--- src/rtl/ysyx_23060124_arb_pkg.sv ---
// Shared definitions for the IFU/LSU memory arbiter.
//   arb_state_t : arbiter FSM states
//   OKAY/SLVERR : AXI response codes (passed through, never interpreted)
//   IFU/LSU     : requester IDs, also the bit index into req/grant vectors
package ysyx_23060124_arb_pkg;

    typedef enum logic [2:0] {
        IDLE,
        IFU_AR,
        IFU_R,
        LSU_AR,
        LSU_R,
        LSU_AW,
        LSU_B
    } arb_state_t;

    localparam logic [1:0] OKAY   = 2'b00;
    localparam logic [1:0] SLVERR = 2'b10;

    localparam logic IFU = 1'b0;
    localparam logic LSU = 1'b1;

endpackage

--- src/rtl/ysyx_23060124_rr_arb2.sv ---
// Two-way round-robin picker.
//   req[1:0]   : pending requests, bit IFU (0) and bit LSU (1)
//   last       : ID of the requester granted most recently
//   grant[1:0] : one-hot winner (all zero when nothing is pending)
module ysyx_23060124_rr_arb2
    import ysyx_23060124_arb_pkg::*;
(
    input  logic [1:0] req,
    input  logic       last,
    output logic [1:0] grant
);

    always_comb begin
        grant = req;
        // On a tie, whoever was not served last goes first.
        if (req == 2'b11) begin
            grant = (last == IFU) ? 2'b10 : 2'b01;
        end
    end

endmodule

--- src/rtl/ysyx_23060124_mem_arbiter.sv ---
// Serialises IFU fetches and LSU loads/stores onto one AXI4-Lite SRAM port.
// One transaction in flight at a time; IFU and LSU are granted round-robin.
//   M_AXI_ACLK, ifu_rst   : clock, asynchronous active-low reset
//   ifu_ar*/ifu_r*        : IFU read channels (slave side of the arbiter)
//   lsu_ar*/lsu_r*        : LSU read channels
//   lsu_aw*/lsu_w*/lsu_b* : LSU write channels
//   m_*                   : master port towards the shared SRAM
//   o_timeout             : sticky, slave stalled for TIMEOUT cycles in one state
//   o_busy                : arbiter not idle
module ysyx_23060124_mem_arbiter
    import ysyx_23060124_arb_pkg::*;
#(
    parameter int unsigned ADDR_W  = 32,
    parameter int unsigned DATA_W  = 32,
    parameter int unsigned TIMEOUT = 1024
) (
    input  logic                M_AXI_ACLK,
    input  logic                ifu_rst,

    input  logic                ifu_arvalid,
    output logic                ifu_arready,
    input  logic [ADDR_W-1:0]   ifu_araddr,
    output logic                ifu_rvalid,
    input  logic                ifu_rready,
    output logic [DATA_W-1:0]   ifu_rdata,
    output logic [1:0]          ifu_rresp,

    input  logic                lsu_arvalid,
    output logic                lsu_arready,
    input  logic [ADDR_W-1:0]   lsu_araddr,
    output logic                lsu_rvalid,
    input  logic                lsu_rready,
    output logic [DATA_W-1:0]   lsu_rdata,
    output logic [1:0]          lsu_rresp,

    input  logic                lsu_awvalid,
    output logic                lsu_awready,
    input  logic [ADDR_W-1:0]   lsu_awaddr,
    input  logic                lsu_wvalid,
    output logic                lsu_wready,
    input  logic [DATA_W-1:0]   lsu_wdata,
    input  logic [DATA_W/8-1:0] lsu_wstrb,
    output logic                lsu_bvalid,
    input  logic                lsu_bready,
    output logic [1:0]          lsu_bresp,

    output logic                m_arvalid,
    input  logic                m_arready,
    output logic [ADDR_W-1:0]   m_araddr,
    input  logic                m_rvalid,
    output logic                m_rready,
    input  logic [DATA_W-1:0]   m_rdata,
    input  logic [1:0]          m_rresp,

    output logic                m_awvalid,
    input  logic                m_awready,
    output logic [ADDR_W-1:0]   m_awaddr,
    output logic                m_wvalid,
    input  logic                m_wready,
    output logic [DATA_W-1:0]   m_wdata,
    output logic [DATA_W/8-1:0] m_wstrb,
    input  logic                m_bvalid,
    output logic                m_bready,
    input  logic [1:0]          m_bresp,

    output logic                o_timeout,
    output logic                o_busy
);

    localparam logic [15:0] TO_LIMIT = 16'(TIMEOUT);

    arb_state_t  state, state_next;
    logic        last_grant;
    logic [1:0]  req, grant;
    logic        grant_ok, ifu_grant, lsu_grant;
    logic        waiting;
    logic [15:0] to_cnt;

    assign req = {lsu_arvalid | (lsu_awvalid & lsu_wvalid), ifu_arvalid};

    ysyx_23060124_rr_arb2 u_rr (
        .req   (req),
        .last  (last_grant),
        .grant (grant)
    );

    // Readies are gated by reset so a requester never sees a grant
    // that the (reset-held) registers cannot accept.
    assign grant_ok  = (state == IDLE) && ifu_rst;
    assign ifu_grant = grant_ok && grant[0];
    assign lsu_grant = grant_ok && grant[1];
    assign o_busy    = (state != IDLE);

    always_comb begin
        state_next  = state;
        ifu_arready = 1'b0;
        lsu_arready = 1'b0;
        lsu_awready = 1'b0;
        lsu_wready  = 1'b0;
        m_rready    = 1'b0;
        ifu_rvalid  = 1'b0;
        ifu_rdata   = '0;
        ifu_rresp   = '0;
        lsu_rvalid  = 1'b0;
        lsu_rdata   = '0;
        lsu_rresp   = '0;
        m_bready    = 1'b0;
        lsu_bvalid  = 1'b0;
        lsu_bresp   = '0;
        waiting     = 1'b0;
        case (state)
            IDLE: begin
                if (ifu_grant) begin
                    ifu_arready = 1'b1;
                    state_next  = IFU_AR;
                end else if (lsu_grant) begin
                    // A pending LSU read takes precedence over its write.
                    if (lsu_arvalid) begin
                        lsu_arready = 1'b1;
                        state_next  = LSU_AR;
                    end else begin
                        lsu_awready = 1'b1;
                        lsu_wready  = 1'b1;
                        state_next  = LSU_AW;
                    end
                end
            end
            IFU_AR, LSU_AR: begin
                waiting = !(m_arvalid && m_arready);
                if (m_arvalid && m_arready) begin
                    state_next = (state == IFU_AR) ? IFU_R : LSU_R;
                end
            end
            IFU_R: begin
                m_rready   = ifu_rready;
                ifu_rvalid = m_rvalid;
                ifu_rdata  = m_rdata;
                ifu_rresp  = m_rresp;
                waiting    = !(m_rvalid && ifu_rready);
                if (m_rvalid && ifu_rready) begin
                    state_next = IDLE;
                end
            end
            LSU_R: begin
                m_rready   = lsu_rready;
                lsu_rvalid = m_rvalid;
                lsu_rdata  = m_rdata;
                lsu_rresp  = m_rresp;
                waiting    = !(m_rvalid && lsu_rready);
                if (m_rvalid && lsu_rready) begin
                    state_next = IDLE;
                end
            end
            LSU_AW: begin
                waiting = !((m_awvalid && m_awready) || (m_wvalid && m_wready));
                // Each valid is dropped independently; leave once neither
                // channel still has an outstanding beat after this cycle.
                if ((!m_awvalid || m_awready) && (!m_wvalid || m_wready)) begin
                    state_next = LSU_B;
                end
            end
            LSU_B: begin
                m_bready   = lsu_bready;
                lsu_bvalid = m_bvalid;
                lsu_bresp  = m_bresp;
                waiting    = !(m_bvalid && lsu_bready);
                if (m_bvalid && lsu_bready) begin
                    state_next = IDLE;
                end
            end
            default: state_next = IDLE;
        endcase
    end

    always_ff @(posedge M_AXI_ACLK or negedge ifu_rst) begin
        if (!ifu_rst) begin
            state      <= IDLE;
            last_grant <= LSU;
            m_arvalid  <= 1'b0;
            m_araddr   <= '0;
            m_awvalid  <= 1'b0;
            m_awaddr   <= '0;
            m_wvalid   <= 1'b0;
            m_wdata    <= '0;
            m_wstrb    <= '0;
        end else begin
            state <= state_next;
            if (ifu_grant) begin
                last_grant <= IFU;
                m_araddr   <= ifu_araddr;
                m_arvalid  <= 1'b1;
            end else if (lsu_grant) begin
                last_grant <= LSU;
                if (lsu_arvalid) begin
                    m_araddr  <= lsu_araddr;
                    m_arvalid <= 1'b1;
                end else begin
                    m_awaddr  <= lsu_awaddr;
                    m_wdata   <= lsu_wdata;
                    m_wstrb   <= lsu_wstrb;
                    m_awvalid <= 1'b1;
                    m_wvalid  <= 1'b1;
                end
            end
            if (m_arvalid && m_arready) m_arvalid <= 1'b0;
            if (m_awvalid && m_awready) m_awvalid <= 1'b0;
            if (m_wvalid && m_wready)   m_wvalid  <= 1'b0;
        end
    end

    // Flag is raised on the edge that completes the TIMEOUT-th waiting cycle.
    always_ff @(posedge M_AXI_ACLK or negedge ifu_rst) begin
        if (!ifu_rst) begin
            to_cnt    <= '0;
            o_timeout <= 1'b0;
        end else if (state_next != state) begin
            to_cnt <= '0;
        end else if (waiting) begin
            if (to_cnt != TO_LIMIT) to_cnt <= to_cnt + 16'd1;
            if (to_cnt == TO_LIMIT - 16'd1) o_timeout <= 1'b1;
        end
    end

endmodule
--- config.mk ---
export PLATFORM = sky130hd
export DESIGN_NAME = ysyx_23060124_mem_arbiter
export DESIGN_NICKNAME = d
export VERILOG_FILES = /design/src/rtl/ysyx_23060124_arb_pkg.sv /design/src/rtl/ysyx_23060124_rr_arb2.sv /design/src/rtl/ysyx_23060124_mem_arbiter.sv
export SDC_FILE = /design/constraint.sdc
export NUM_CORES = 1
export LEC_CHECK = 0
export CAP_MARGIN = 20
export CORE_AREA = 5 5 138 140
export CTS_BUF_LIST = sky130_fd_sc_hd__clkbuf_8
export CTS_CLUSTER_DIAMETER = 80
export CTS_CLUSTER_SIZE = 12
export DETAILED_ROUTE_END_ITERATION = 12
export DIE_AREA = 0 0 143 145
export GPL_ROUTABILITY_DRIVEN = 0
export PLACE_DENSITY = 0.83
export SLEW_MARGIN = 10
export SYNTH_ARGS = -nofsm -noshare
export SYNTH_HDL_FRONTEND = slang
export SYNTH_SLANG_ARGS = --single-unit
--- constraint.sdc ---
create_clock -name M_AXI_ACLK -period 3.12 [get_ports M_AXI_ACLK]
set_clock_uncertainty 0.1 [all_clocks]
set_input_delay 0.312 -clock M_AXI_ACLK [delete_from_list [all_inputs] [get_ports M_AXI_ACLK]]
set_output_delay 0.312 -clock M_AXI_ACLK [all_outputs]
set_load 0.05 [all_outputs]
-- Word level (Yosys, flattened, before mapping)
Cells that the tools add are included.
W data, S select, Z words.
- muxes and demuxes: 50
- eq/ne operators: 14
- add/sub/neg operators: 1
- reduce and logical (&&, ||, !) cells: 38
- bitwise operators: 5
- operators by type and width (cell ; count):
    $mux W32 ; 5
    $mux W16 ; 3
    $mux W3 ; 9
    $mux W1 ; 25
    $pmux W3 S6 ; 1
    $add A16 B1 Y16 const B ; 1
    $eq A16 B10 Y1 const B ; 1
    $ne A16 B11 Y1 const B ; 1
    $reduce_and A3 Y1 ; 4
    $reduce_bool A2 Y1 ; 6
    $logic_and A1 B1 Y1 ; 10
    $mux W2 ; 5
    $eq A3 B3 Y1 const B ; 3
    $reduce_bool A3 Y1 ; 3
    $ne A2 B1 Y1 const B ; 4
    $logic_not A1 Y1 ; 7
    $eq A3 B2 Y1 const B ; 2
    $reduce_and A2 Y1 ; 3
    $pmux W1 S5 ; 1
    $eq A3 B1 Y1 const B ; 1
    $logic_not A3 Y1 ; 1
    $logic_or A1 B1 Y1 ; 3
    $ne A3 B3 Y1 ; 1
    $not A1 Y1 ; 3
    other kinds (5) ; 5
- word-level logic and storage cells: 119
- flip-flop bits (word level): 124
- output and inout bits: 184
- input port bits: 182

-- Depth between registers and ports, before layout
- depth in word-level cells: 11
- depth in mapped cells: 9
- mapped depth without buffers: 6

-- Modules after synthesis
Synthesis repeated with hierarchy kept, for this count alone.
- cells, all modules: 678
- area, all modules: 6034.5 µm²
- by module, submodules not included (module ; times used ; cells an instance ; seq. area each (µm²) ; area each (µm²)):
    ysyx_23060124_mem_arbiter ; 1 ; 675 ; 3104.2 ; 6015.8
    ysyx_23060124_rr_arb2 ; 1 ; 3 ; 0.0 ; 18.8

-- Least setup slack after synthesis
Ideal clock, no wire load.
- path kind: register -> output
- start point: register state[2]
- end point: output lsu_wready
- data required time: 2708 ps
- stages on the path, launching flop included: 8
- path slack: 284 ps
- arrival: 2424 ps
- path buffers: 4
- path through: dfrtp_1 buf_6 nor4b_2 or3b_1 clkbuf_1 inv_2 clkbuf_1 buf_4
- cells in the longest elaborated chain, start to end: 6
- elaborated cells on any way between the ends: 7
- those cells by class: 3 x mux; 4 x reduce/logical
- RTL lines (item ; line ; source):
    from (decl) ; ysyx_23060124_mem_arbiter.sv:72 ; arb_state_t state, state_next;
    from (signal assigned) ; ysyx_23060124_mem_arbiter.sv:187 ; state <= state_next;
    $logic_not A3 Y1 * ; -- ;
    $logic_and A1 B1 Y1 ; ysyx_23060124_mem_arbiter.sv:89 ; assign grant_ok = (state == IDLE) && ifu_rst;
    $logic_and A1 B1 Y1 ; ysyx_23060124_mem_arbiter.sv:91 ; assign lsu_grant = grant_ok && grant[1];
    $mux W1 (2 in series) ; -- ;
    $mux W1 * ; -- ;
    to (decl) ; ysyx_23060124_mem_arbiter.sv:40 ; output logic lsu_wready,
Every way passes the cells marked *; elsewhere a longest branch is shown, timed or not.

-- Worst setup path in the final report
- start point: register state[2]
- end point: output lsu_rdata[3]
- cells in the longest elaborated chain, start to end: 2
- RTL lines (item ; line ; source):
    $eq A3 B3 Y1 ; ysyx_23060124_mem_arbiter.sv:111 ; case (state)
    $mux W32 ; ysyx_23060124_mem_arbiter.sv:111 ;
    to (decl) ; ysyx_23060124_mem_arbiter.sv:33 ; output logic [DATA_W-1:0] lsu_rdata,
Every way passes these cells.

==> impl_metrics.py <==
metrics = {
    "finish": {
        "area_delta_synth_final_pct": 69.85,
        "utilization_pct": 57.73,
        "layout-drive-gt1-share_pct": 9.740,
        "stdcell_count": 1307,
        "nets": 1250,
        "diodes": 0,
    },
    "place": {
        "post-dp-hpwl_um": 16940,
        "dp_slack_ns": 0.4642,
        "io_buffers": 365,
        "dp.cells": 1275,
    },
    "logic_synthesis": {
        "ys.flop_type": "dfrtp_1",
        "ys_seq_elements": 124,
        "syn_area_um2": 6022,
        "synthArstFlopShare_pct": 100.0,
        "ys_types": 51,
        "ys_seq_area_share_pct": 51.55,
        "netlist_instances": 713,
        "syn_avg_cell_area_um2": 8.446,
        "synth_warnings": 0,
        "syn_nets": 897,
        "synth_edf_count": 0,
    },
    "timing": {
        "setup_viol": 0,
        "max_freq_ghz": 0.3392,
        "fin_crit_ns": 2.948,
        "worst_pin_slew_ns": 0.8846,
        "slew_headroom_pct": 41.03,
        "finalHoldViolations": 0,
        "setup_slack_ns": 0.1719,
        "finalMaxSlewViolations": 0,
        "fin_tns_setup_ns": 0,
        "rsz0062_at_grt": "false",
        "finalCritPeriodShare_pct": 94.49,
    },
    "grt": {
        "gr-total-overflow": 0,
        "grt_pass1_wl_um": 34310,
        "grt_pass1_vias": 6364,
        "grt_max_degree": 72,
        "grt.total_usage_pct": 20.87,
        "antenna_found_initial": 1,
    },
    "route": {
        "wl_per_cell_um": 16.81,
        "firstDrtPassIters": 5,
        "vias_per_cell": 4.816,
        "via_count": 6294,
        "drt_iter0_drc": 261,
        "wl_um": 21970,
        "drcViolationCount": 0,
        "ant_nets": 0,
    },
    "cts": {
        "cts_tree": "yes",
        "clock_latency_ns": 0.44,
        "cts_max_path_buffers": 2,
        "root_buffer": "clkbuf_8",
        "cts_made_buffers": 17,
        "cts.sinks": 124,
        "clkTransAtPathRegs_ns": 0.08,
        "h-tree-depth": 4,
    },
    "power": {
        "p_seq_share_pct": 25.1,
        "p_comb_share_pct": 61.0,
        "peakVddDrop_uv": 658.6,
        "p_sw_share_pct": 51.49,
        "p_switching_mw": 5.427,
        "pwr-share-clk_pct": 13.8,
        "power_leakage_nw": 4.652,
        "intPower_mw": 5.112,
        "power_density_nw_per_um2": 1030,
    },
    "job": {
        "drv_cap": 0,
    },
    "setup_path": {
        "crit_path_end_kind": "output pin",
        "crit_fanout": 37,
        "required_ns": 2.71,
        "crit_type": "reg2out",
        "arrival_ns": 2.54,
        "startpoint_type": "flop",
    },
    "floorplan": {
        "chipWidth_um": 143,
        "die_h_um": 145,
        "rows": 49,
        "coreArea_um2": 17720,
        "start_util_pct": 33.99,
        "io_pins": 366,
        "die_area_um2": 20740,
    },
    "hold_path": {
        "hold_path_class": "in2reg",
    },
    "status": {
        "outcome": "complete, no violations",
    },
}
## routing by layer
| metal | global-route usage, % | share of wire, % | up-vias |
|---|---|---|---|
| li1 | - | - | 3038 |
| met1 | 25.82 | 39 | 2966 |
| met2 | 33.58 | 48 | 266 |
| met3 | 8.852 | 11 | 24 |
| met4 | 5.513 | 1.6 | 0 |
| met5 | 0 | 0 | - |
## flip-flops by register name, indices dropped and copies added (netlist names)
signal / cells
m_araddr: 32
m_awaddr: 32
m_wdata: 32
to_cnt: 16
m_wstrb: 4
state: 3
last_grant: 1
m_arvalid: 1
m_awvalid: 1
m_wvalid: 1
o_timeout: 1
## power by group through the flow
| stage | Combinational, mW | Clock (mW) | Sequential, mW |
|---|---|---|---|
| after detailed placement | 6.45 | 0 | 2.67 |
| after floorplan | 2.10 | 0 | 4.72 |
| after CTS | 6.48 | 1.50 | 2.65 |
| after global placement | 6.39 | 0 | 2.64 |
| final | 6.43 | 1.46 | 2.65 |
| after global routing | 6.77 | 1.57 | 2.74 |
## critical path, cell delays in order, from the launching register on
cell and delay [ns]:
dfrtp_1 0.53, nor3b_4 0.23, buf_4 0.32, and2_1 0.18, clkdlybuf4s50_1 0.83
## cell families (layout without fill, tap and decap cells)
| logic type | after synthesis | count (layout) | synth area share (%) |
|---|---|---|---|
| xor+xnor | 7 | 7 | 1.018 |
| compound gates | 77 | 77 | 8.976 |
| simple gates | 450 | 450 | 34.16 |
| buf+inv | 53 | 418 | 3.885 |
| flops | 124 | 124 | 51.55 |
| fa+ha+maj | 2 | 2 | 0.4155 |
## final cells by class
class                   count  area [um^2]
multi-input cells         536         2684
flip-flops and latches    124         3104
clock buffers              17        234.0
inverters                   8        30.03
clock inverters            14        171.4
well taps                 229        286.5
fillers                  1516         7490
repair buffers            379         3719
## placed cells by master (no fill, tap or decap), types with 9 or more instances in the layout
cell type / synthesis / routed
clkdlybuf4s50_1: 0 / 313
nand2_1: 281 / 281
dfrtp_1: 123 / 123
and2_1: 75 / 75
buf_4: 1 / 58
nor2_1: 35 / 35
a31oi_1: 34 / 34
clkbuf_8: 0 / 17
nand3_1: 12 / 12
nor3_1: 9 / 9
a211oi_1: 9 / 9
## worst paths after layout
kind	start	end	slack (ns)	depth (start not counted)
worst min register to register	m_awaddr[25]	m_awaddr[25]	0.38	2
worst max register to register	state[2]	to_cnt[4]	0.43	6
worst max-delay path	state[2]	lsu_rdata[3]	0.17	4
worst min-delay path	lsu_wstrb[2]	m_wstrb[2]	0.28	3
max in group asynchronous	ifu_rst	m_awaddr[3]	0.96	4
min in group asynchronous	ifu_rst	m_wstrb[0]	0.57	3
## what timing repair did
action,4_1_cts,5_1_grt
hold buffers,1,0
gates resized for setup,0,0
setup endpoints to repair,0,0
buffers inserted,0,0
hold endpoints to repair,54,0
## Yosys cell counts (3+ instances only)
cell	n	area, um^2
a311oi_1	4	35.03
nor2_1	35	131.4
nand2b_1	3	18.77
inv_1	6	22.52
buf_1	4	15.01
o31ai_1	7	52.55
nor3_1	9	45.04
buf_6	3	33.78
and3b_1	3	26.28
a31oi_1	34	212.7
nand2_1	281	1055
or4_1	6	45.04
dfrtp_1	123	3078
a211oi_1	9	67.56
and3_1	3	18.77
clkbuf_1	30	112.6
and2_1	75	469.2
o21ai_0	7	35.03
a21oi_1	3	15.01
xnor2_1	7	61.31
nor4_1	3	18.77
buf_2	6	30.03
nand4_1	7	43.79
nand3_1	12	60.06
## stage by stage
step / instance area, um^2 / total power [mW] / hold slack [ns]
3_3_place_gp: 9813 / 9.034 / 0.3568
2_1_floorplan: 6022 / 6.827 / -0.08359
6_report: 10230 / 10.54 / 0.2842
4_1_cts: 10230 / 10.63 / 0.2513
3_5_place_dp: 9813 / 9.125 / 0.3615
5_1_grt: 10230 / 11.09 / 0.2521
Note: power is estimated with default switching activity, not from simulation.
